`src/rtl/x_fifo_arb_pkg.sv`:
```
// Shared types for the FIFO write arbiter: arbitration state and source-ID width helper.
package x_fifo_arb_pkg;

  typedef enum logic [0:0] {
    ARB  = 1'b0,
    LOCK = 1'b1
  } arb_state_t;

  function automatic int id_width(input int n);
    return (n <= 2) ? 1 : $clog2(n);
  endfunction

endpackage

```
`src/rtl/x_rr_pick.sv`:
```
// Rotate-priority picker: first set bit of req searching upward from ptr, wrapping N-1 -> 0.
// Purely combinational; ptr must be < N.
module x_rr_pick #(
  parameter int N  = 4,
  parameter int IW = 2
) (
  input  logic [N-1:0]  req,
  input  logic [IW-1:0] ptr,
  output logic [N-1:0]  gnt,
  output logic [IW-1:0] idx
);

  logic found;
  int   j;

  always_comb begin
    gnt   = '0;
    idx   = '0;
    found = 1'b0;
    j     = 0;
    for (int k = 0; k < N; k++) begin
      j = int'(ptr) + k;
      if (j >= N) j = j - N;
      if (!found && req[j]) begin
        found  = 1'b1;
        gnt[j] = 1'b1;
        idx    = IW'(j);
      end
    end
  end

endmodule

```
`src/rtl/x_fifo_wr_arb.sv`:
```
// N-to-1 round-robin arbiter feeding a FIFO write port through one output register; 1-cycle accept-to-write.
// Define XFIFO_ARB_PKT_LOCK_EN to hold the grant for a whole packet (until req_last); otherwise re-arbitrate per beat.
module x_fifo_wr_arb
  import x_fifo_arb_pkg::*;
#(
  parameter  int N  = 4,
  parameter  int DW = 8,
  localparam int IW = id_width(N),
  localparam int OW = DW + IW
) (
  input  logic            clk,
  input  logic            rst,
  input  logic [N-1:0]    req_valid,
  input  logic [N-1:0]    req_last,
  input  logic [N*DW-1:0] req_data,
  output logic [N-1:0]    req_ready,
  output logic            fifo_we,
  input  logic            fifo_full_n,
  output logic [OW-1:0]   fifo_din,
  output logic [IW-1:0]   grant_id
);

  logic          o_vld;
  logic [OW-1:0] o_data;
  logic          accept;
  logic          fire;
  logic [N-1:0]  pick_gnt;
  logic [IW-1:0] pick_idx;
  logic [N-1:0]  gnt_oh;
  logic [IW-1:0] gnt_idx;
  logic [DW-1:0] sel_data;
  logic [IW-1:0] rr_ptr;
  logic [IW-1:0] rr_ptr_d;

  function automatic logic [IW-1:0] next_id(input logic [IW-1:0] i);
    if (i == IW'(N - 1)) return '0;
    return i + 1'b1;
  endfunction

  // Stage takes a beat when empty or draining this cycle; nothing is accepted while in reset.
  assign accept = !rst && (!o_vld || fifo_full_n);

  x_rr_pick #(.N(N), .IW(IW)) u_pick (
    .req (req_valid),
    .ptr (rr_ptr),
    .gnt (pick_gnt),
    .idx (pick_idx)
  );

`ifdef XFIFO_ARB_PKT_LOCK_EN
  arb_state_t state_q, state_d;

  always_ff @(posedge clk or posedge rst) begin
    if (rst) state_q <= ARB;
    else     state_q <= state_d;
  end

  always_comb begin
    state_d  = state_q;
    gnt_oh   = pick_gnt;
    gnt_idx  = pick_idx;
    rr_ptr_d = rr_ptr;
    if (state_q == LOCK) begin
      // Owner keeps the grant even while idle so packets never interleave.
      gnt_oh           = '0;
      gnt_oh[grant_id] = 1'b1;
      gnt_idx          = grant_id;
    end
    req_ready = gnt_oh & req_valid & {N{accept}};
    fire      = |req_ready;
    case (state_q)
      ARB:     if (fire && !req_last[gnt_idx]) state_d = LOCK;
      LOCK:    if (fire && req_last[gnt_idx])  state_d = ARB;
      default: state_d = ARB;
    endcase
    if (fire && state_d == ARB) rr_ptr_d = next_id(gnt_idx);
  end
`else
  logic unused_last;
  assign unused_last = ^req_last;

  always_comb begin
    gnt_oh    = pick_gnt;
    gnt_idx   = pick_idx;
    req_ready = gnt_oh & req_valid & {N{accept}};
    fire      = |req_ready;
    rr_ptr_d  = fire ? next_id(gnt_idx) : rr_ptr;
  end
`endif

  always_comb begin
    sel_data = '0;
    for (int i = 0; i < N; i++) begin
      if (gnt_oh[i]) sel_data = req_data[i*DW +: DW];
    end
  end

  always_ff @(posedge clk or posedge rst) begin
    if (rst) begin
      o_vld    <= 1'b0;
      o_data   <= '0;
      rr_ptr   <= '0;
      grant_id <= '0;
    end else begin
      rr_ptr <= rr_ptr_d;
      if (accept) o_vld <= fire;
      if (fire) begin
        o_data   <= {gnt_idx, sel_data};
        grant_id <= gnt_idx;
      end
    end
  end

  assign fifo_we  = o_vld;
  assign fifo_din = o_data;

endmodule

```
`config.mk`:
```
export PLATFORM = sky130hd
export DESIGN_NAME = x_fifo_wr_arb
export DESIGN_NICKNAME = d
export VERILOG_FILES = /design/src/rtl/x_fifo_arb_pkg.sv /design/src/rtl/x_rr_pick.sv /design/src/rtl/x_fifo_wr_arb.sv
export SDC_FILE = /design/constraint.sdc
export NUM_CORES = 1
export LEC_CHECK = 0
export CAP_MARGIN = 25
export CORE_MARGIN = 1
export CORE_UTILIZATION = 40
export DETAILED_ROUTE_END_ITERATION = 10
export GPL_TIMING_DRIVEN = 0
export HOLD_SLACK_MARGIN = 0.08
export PLACE_DENSITY = 0.81
export SLEW_MARGIN = 5
export SYNTH_ARGS = -nofsm -noshare
export SYNTH_HDL_FRONTEND = slang
export SYNTH_SLANG_ARGS = --single-unit
```
`constraint.sdc`:
```
create_clock -name clk -period 3.3 [get_ports clk]
set_clock_uncertainty 0.2 [all_clocks]
set_input_delay 0.495 -clock clk [delete_from_list [all_inputs] [get_ports clk]]
set_output_delay 0.495 -clock clk [all_outputs]
set_load 0.005 [all_outputs]
```
==> reports/metrics.csv, run 1 <==
metric,value,unit
fillerInstances,275,
start_util,41.4,%
syn_nets,231,
area_delta_synth_final,70.9,%
num_io_pins,60,
dp_cells,283,
grt_max_degree,14,
track_usage,25.0,%
synth_top_area_share,21.5,%
ff_latch_area,328,µm²
worst_pin_slew,0.894,ns
via_per_inst,5.67,
cts_hold_buf,0,
hold_depth,1,
critPathMostFrequentCell,buf_6,
rsz0062_at_grt,yes,
net-switching-power,1.22,mW
crit_family,compound AO/OA/AOI/OAI gates,
num_vias,1774,
stdcell_area,0.00259,mm²
grt_pass1_wl,8.03,mm
cts_tree,built,
syn_area_per_cell,8.38,µm²
fin_ws,-0.205,ns
cp.required,2.60,ns
ir_worst_vdd,0.640,mV
cts.sinks,13,
fp.coreArea,0.00366,mm²
combinationalPowerShare,82.7,%
netlist_instances,181,
cts_max_path_buffers,2,
period_share,106,%
gp_congestion,0.868,
htreeDepth,1,
async_flop_share,100,%
synthFlopType,dfrtp_1,
routed_wl,5.36,mm
r2r_cells,12,
critPathKind,reg2out,
synth_area_leaders,"dfrtp_1, ha_1, nor3b_1",
multi_input_area,0.00120,mm²
slowest_stage,mux4_2,
cp.buffers_inverters,4,
num_rows,22,
grt-ovfl-total,0,
leakagePower,1.07,nW
swShare,44.7,%
maxCapViolCount,0,
ant_nets,0,
grt_pass1_vias,1708,
fin_crit,3.50,ns
slew_violations,0,
cp_slowest_stage_delay,0.55,ns
yosysWarnings,0,
clockPowerShare,5.3,%
p_seq_share,11.9,%
synth_area,0.00152,mm²
crit_path_cell_trace,"clkinvlp_4, ha_4, mux4_2, buf_6, and4_1, a311o_1, a211oi_4, buf_6, nor2_2, buf_2",
synth_seq_area_share,21.5,%
hold_violations,0,
violations,negative setup slack,
placed_area,0.00215,mm²
cell_internal_pwr,1.51,mW
synth_top_area_cell,dfrtp_1,
die_area,0.00404,mm²
clkTransAtPathRegs,0.05,ns
hold_ws,0.335,ns
die_h,63.6,µm
hold_class,reg2reg,
drt-initial-drc-count,117,
setup_tns,-2.11,ns
remaining_drc_errors,0,
chipWidth,63.6,µm
setup_viol,16,
synth_edf_count,0,
antenna_found_initial,0,
final_cell_count_no_fill,313,
status,"complete, but fails checks",
drt_pass1_iterations,5,
path_depth,10,
start_kind,register,
ys_ff_latch,13,
layout-drive-gt1-share,35.5,%
arrival,2.81,ns
drt-wirelength-per-cell,17.1,µm
ys_types,52,
clock.fmax,0.285,GHz
synth_common_cells,"nand2_1, inv_1, nor2_1",
insertion_delay,0.25,ns
end_kind,primary output,
relSlewSlack,39.9,%
cts_root_buf,clkbuf_8,
power_density,1050,mW/mm²
fin_nets,316,
dp.final_hpwl,3.23,mm
yosysMostFrequentCell,nand2_1,
cts_made_buffers,3,
critical_path_peak_fanout,3,
io_buffers,54,
antenna_cells,0,
[metal layers]
layer / global-route usage, % / routed length, µm / up-vias
li1: - / - / 835
met1: 32.5 / 2270 / 865
met2: 43.5 / 2810 / 67
met3: 1.99 / 233 / 7
met4: 7.39 / 56 / 0
met5: 0 / 0 / -
[repair_timing]
item	CTS	global route
buffers inserted	19	10
pin swaps	21	12
gates cloned	0	1
gates resized for setup	38	34
endpoints found under the hold margin	0	0
setup endpoints to repair	17	17
[kinds of logic (layout without fill, tap and decap cells)]
| group | after synthesis | in the layout | share of synthesized area (%) |
|---|---|---|---|
| and+or+nand+nor | 69 | 69 | 26.5 |
| AOI/OAI and AO/OA | 55 | 55 | 30.6 |
| buffers and inverters | 32 | 116 | 10.6 |
| DFF | 13 | 13 | 21.5 |
| adders and majority gates | 7 | 7 | 5.78 |
| muxes | 5 | 5 | 5.12 |
[power groups by stage]
stage | combinational, mW | sequential, mW | clock (mW)
floorplan | 1.07 | 0.308 | 0
global placement | 1.54 | 0.309 | 0
detailed placement | 1.56 | 0.314 | 0
CTS | 1.84 | 0.303 | 0.145
global route | 2.41 | 0.337 | 0.160
finish | 2.26 | 0.327 | 0.146
[worst reg2reg max path, stage by stage, from the launching register on]
cell and delay [ns]:
dfrtp_2 0.41, clkinvlp_4 0.13, ha_4 0.28, mux4_2 0.55
buf_6 0.15, and4_1 0.14, a311o_1 0.31, a211oi_4 0.29
buf_4 0.17, buf_6 0.11, o2111ai_4 0.21, buf_6 0.23
o21a_1 0.17
[metrics by stage]
| step | utilization (%) | power (mW) | setup WS, ns |
|---|---|---|---|
| 4_1_cts | 65.0 | 2.28 | -0.228 |
| 5_1_grt | 70.8 | 2.91 | -0.342 |
| 3_3_place_gp | 58.7 | 1.84 | -0.781 |
| 6_report | 70.8 | 2.73 | -0.205 |
| 2_1_floorplan | - | 1.38 | 0.00731 |
| 3_5_place_dp | 58.7 | 1.87 | -0.803 |
[path summary, 6_finish.rpt]
| check | startpoint | end | slack [ns] |
|---|---|---|---|
| worst min-delay path | grant_id[1]$_DFFE_PP0P_ | grant_id[1]$_DFFE_PP0P_ | 0.34 |
| max in group asynchronous | rst | rr_ptr[1]$_DFFE_PP0P_ | 2.11 |
| worst max-delay path | rr_ptr[0]$_DFFE_PP0P_ | req_ready[2] | -0.20 |
| min in group asynchronous | rst | fifo_din[7]$_DFFE_PP0P_ | 0.44 |
| worst max register to register | rr_ptr[0]$_DFFE_PP0P_ | rr_ptr[0]$_DFFE_PP0P_ | -0.16 |
| worst min register to register | grant_id[1]$_DFFE_PP0P_ | grant_id[1]$_DFFE_PP0P_ | 0.34 |
[sequential cells by signal, summed over array words and instances, names as in the netlist]
register	count
fifo_din	8
grant_id	2
rr_ptr	2
fifo_we	1
[layout make-up]
class / instances / area share [%]
flip-flops and latches: 13 / 12.7
well taps: 48 / 2.32
plain buffers: 11 / 3.43
clock buffers: 4 / 1.74
inverters: 17 / 2.75
repair buffers: 84 / 30.9
multi-input cells: 136 / 46.3
[layout by cell type, fill, tap and decap left out, drive strengths merged, types with 2 or more instances in the layout]
| cell | netlist | layout |
|---|---|---|
| nor2 | 14 | 14 |
| a21boi | 2 | 2 |
| ha | 7 | 7 |
| and2 | 6 | 6 |
| mux2 | 2 | 2 |
| clkbuf | 5 | 8 |
| a31oi | 8 | 8 |
| inv | 17 | 15 |
| a211oi | 3 | 3 |
| nand2 | 18 | 18 |
| dfrtp | 13 | 13 |
| nor3 | 3 | 3 |
| o31ai | 3 | 3 |
| a21oi | 5 | 5 |
| and4 | 4 | 4 |
| clkdlybuf4s50 | 0 | 50 |
| o221ai | 9 | 9 |
| a311o | 3 | 3 |
| mux4 | 2 | 2 |
| clkinvlp | 0 | 2 |
| and3b | 2 | 2 |
| buf | 10 | 41 |
| or3b | 4 | 4 |
| o21ai | 13 | 13 |
| nor3b | 11 | 11 |
Note: power is estimated with default switching activity, not from simulation.
==> run 2, diff against run 1 <==
--- a/config.mk
+++ b/config.mk
@@ -8,9 +8,10 @@
 export CAP_MARGIN = 25
 export CORE_MARGIN = 1
-export CORE_UTILIZATION = 40
+export CORE_UTILIZATION = 44
 export DETAILED_ROUTE_END_ITERATION = 10
 export GPL_TIMING_DRIVEN = 0
 export HOLD_SLACK_MARGIN = 0.08
-export PLACE_DENSITY = 0.81
+export PLACE_DENSITY = 0.84
+export SKIP_LAST_GASP = 1
 export SLEW_MARGIN = 5
 export SYNTH_ARGS = -nofsm -noshare
==> constraint.sdc (replaced) <==
create_clock -name clk -period 3.75 [get_ports clk]
set_clock_uncertainty 0.2 [all_clocks]
set_input_delay 1.125 -clock clk [delete_from_list [all_inputs] [get_ports clk]]
set_output_delay 1.125 -clock clk [all_outputs]
set_load 0.005 [all_outputs]
==> run 2 against run 1 <==
Against the previous run:
- highest routed layer unchanged
- die area down 8.8%
- the run still ends with negative setup slack left
- cell area down 5.8%
- worst hold slack worse by 0.017 ns
- wire length down 9.4%
- sequential power down 19%
- worst setup slack worse by 0.33 ns
- utilization up 6.6 points
==> reports/metrics.csv, run 2 (synthesis gave the netlist of run 1 again) <==
metric,value,unit,change
ir_worst_vdd,0.394,mV,-38%
r2r_cells,12,,unchanged
reg2reg_slack,0.15,ns,+0.31 ns
cp_slowest_stage_delay,0.52,ns,-0.03 ns
fp.coreArea,0.00315,mm²,-14%
grt_pass1_vias,1635,,-4.3%
setup_viol,4,,-12
hold_ws,0.318,ns,-0.0175 ns
cts_max_path_buffers,2,,unchanged
violations,negative setup slack,,
slowest_stage,mux4_2,,
drt_pass1_iterations,6,,+1
layout_commonest_cell,clkdlybuf4s50_1,,
via_per_inst,5.59,,-1.4%
cts_tree,built,,
ant_nets,0,,unchanged
leakagePower,1.04,nW,-3.0%
num_io_pins,60,,unchanged
die_h,60.7,µm,-4.5%
hold_class,reg2reg,,
cts_root_buf,clkbuf_4,,
num_vias,1726,,-2.7%
layout-drive-gt1-share,28.7,%,-6.8 points
path_depth,9,,-1
fin_ws,-0.539,ns,-0.334 ns
antenna_cells,0,,unchanged
crit_path_cell_trace,"buf_6, clkbuf_8, mux4_2, and2_4, a311o_1, a211oi_4, buf_6, nor2_4, buf_2",,
critical_path_peak_fanout,4,,+1
crit_family,compound AO/OA/AOI/OAI gates,,
cp.buffers_inverters,4,,unchanged
track_usage,26.8,%,+1.8 points
num_rows,20,,-9.1%
cts.sinks,13,,unchanged
power,2.01,mW,-26%
hold_violations,0,,unchanged
area_delta_synth_final,60.9,%,
drt-initial-drc-count,96,,-18%
relSlewSlack,59.4,%,+20 points
antenna_found_initial,0,,unchanged
clock.fmax,0.233,GHz,
period_share,114,%,
arrival,2.96,ns,+0.15 ns
hold_depth,1,,unchanged
cts_made_buffers,3,,unchanged
status,"complete, but fails checks",,
fin_nets,316,,unchanged
largest_reg_flops,8,,unchanged
end_kind,primary output,,
fin_util,77.4,%,+6.6 points
gp_congestion,0.874,,+0.75%
start_kind,input pin,,
chipWidth,60.7,µm,-4.5%
cp.required,2.42,ns,-0.18 ns
grt_max_degree,14,,unchanged
io_buffers,54,,unchanged
worst_pin_slew,0.603,ns,-0.290 ns
rsz0062_at_grt,yes,,
htreeDepth,1,,unchanged
setup_tns,-1.64,ns,+0.477 ns
fillerInstances,235,,-15%
final_cell_mix,"clkdlybuf4s50_1, buf_4, nand2_1",,
power_density,826,mW/mm²,-22%
drt-wirelength-per-cell,15.7,µm,-8.2%
remaining_drc_errors,0,,unchanged
grt_pass1_wl,7.49,mm,-6.7%
start_util,48.1,%,+6.7 points
die_area,0.00369,mm²,-8.8%
critPathMostFrequentCell,buf_6,,
slew_violations,0,,unchanged
insertion_delay,0.28,ns,+0.03 ns
maxCapViolCount,0,,unchanged
clkTransAtPathRegs,0.08,ns,+0.03 ns
critPathKind,in2out,,
routed_wl,4.86,mm,-9.4%
grt-ovfl-total,0,,unchanged
fin_crit,4.29,ns,
dp.final_hpwl,3.27,mm,+1.3%
==> run 2: changes by cell type in the layout (fill, tap and decap cells not counted), moves of 3 or more <==
cell and delta:
clkbuf_4 +3, clkdlybuf4s50_1 -3, nor2_1 +8, nor2_2 -6, nor3b_1 +5, nor3b_2 -5, o21ai_1 -3, o221ai_1 +4
o221ai_2 -4
==> run 2: layout make-up <==
class | count | area, µm² | area share [%]
Sequential cell | 13 | 327 | 13.4
Timing Repair Buffer | 80 | 727 | 29.8
Buffer | 15 | 149 | 6.10
Tap cell | 44 | 55.1 | 2.26
Inverter | 17 | 63.8 | 2.62
Clock buffer | 4 | 26.3 | 1.08
Multi-Input combinational cell | 136 | 1090 | 44.8
==> run 2: stage by stage <==
step / cells / instance area (µm²) / setup slack (ns)
2_1_floorplan: 181 / 1550 / -0.388
3_3_place_gp: 279 / 2150 / -1.57
3_5_place_dp: 279 / 2150 / -1.54
4_1_cts: 304 / 2380 / -0.488
5_1_grt: 309 / 2440 / -0.563
6_report: 309 / 2440 / -0.539
==> run 2: path summary, 6_finish.rpt <==
path | to | startpoint
max | req_ready[2] | req_valid[3]
min | grant_id[1]$_DFFE_PP0P_ | grant_id[1]$_DFFE_PP0P_
max reg2reg | grant_id[0]$_DFFE_PP0P_ | rr_ptr[1]$_DFFE_PP0P_
min reg2reg | grant_id[1]$_DFFE_PP0P_ | grant_id[1]$_DFFE_PP0P_
max in group asynchronous | rr_ptr[1]$_DFFE_PP0P_ | rst
min in group asynchronous | fifo_we$_DFFE_PP0P_ | rst
==> run 2: power by group <==
part	switching [mW]	total (mW)	internal (mW)
combinational	0.830	1.66	0.834
clock	0.0456	0.0869	0.0413
sequential	0.0452	0.264	0.219
total	0.921	2.01	1.09
==> run 2: per-layer routing <==
layer / up-vias / share of wire, % / global-route usage [%] / wire length (µm)
li1: 832 / - / - / -
met4: 0 / 1.2 / 7.14 / 59
met2: 70 / 50 / 44.7 / 2450
met1: 816 / 43 / 37.6 / 2100
met3: 8 / 5.1 / 1.71 / 249
met5: - / 0 / 0 / 0
==> run 2: timing repair <==
item | 4_1_cts | 5_1_grt
pin swaps | 14 | 9
setup buffers | 20 | 5
cloned | 1 | 0
resized for setup | 49 | 8
hold buffers | 0 | 0
endpoints found under the setup margin | 17 | 5
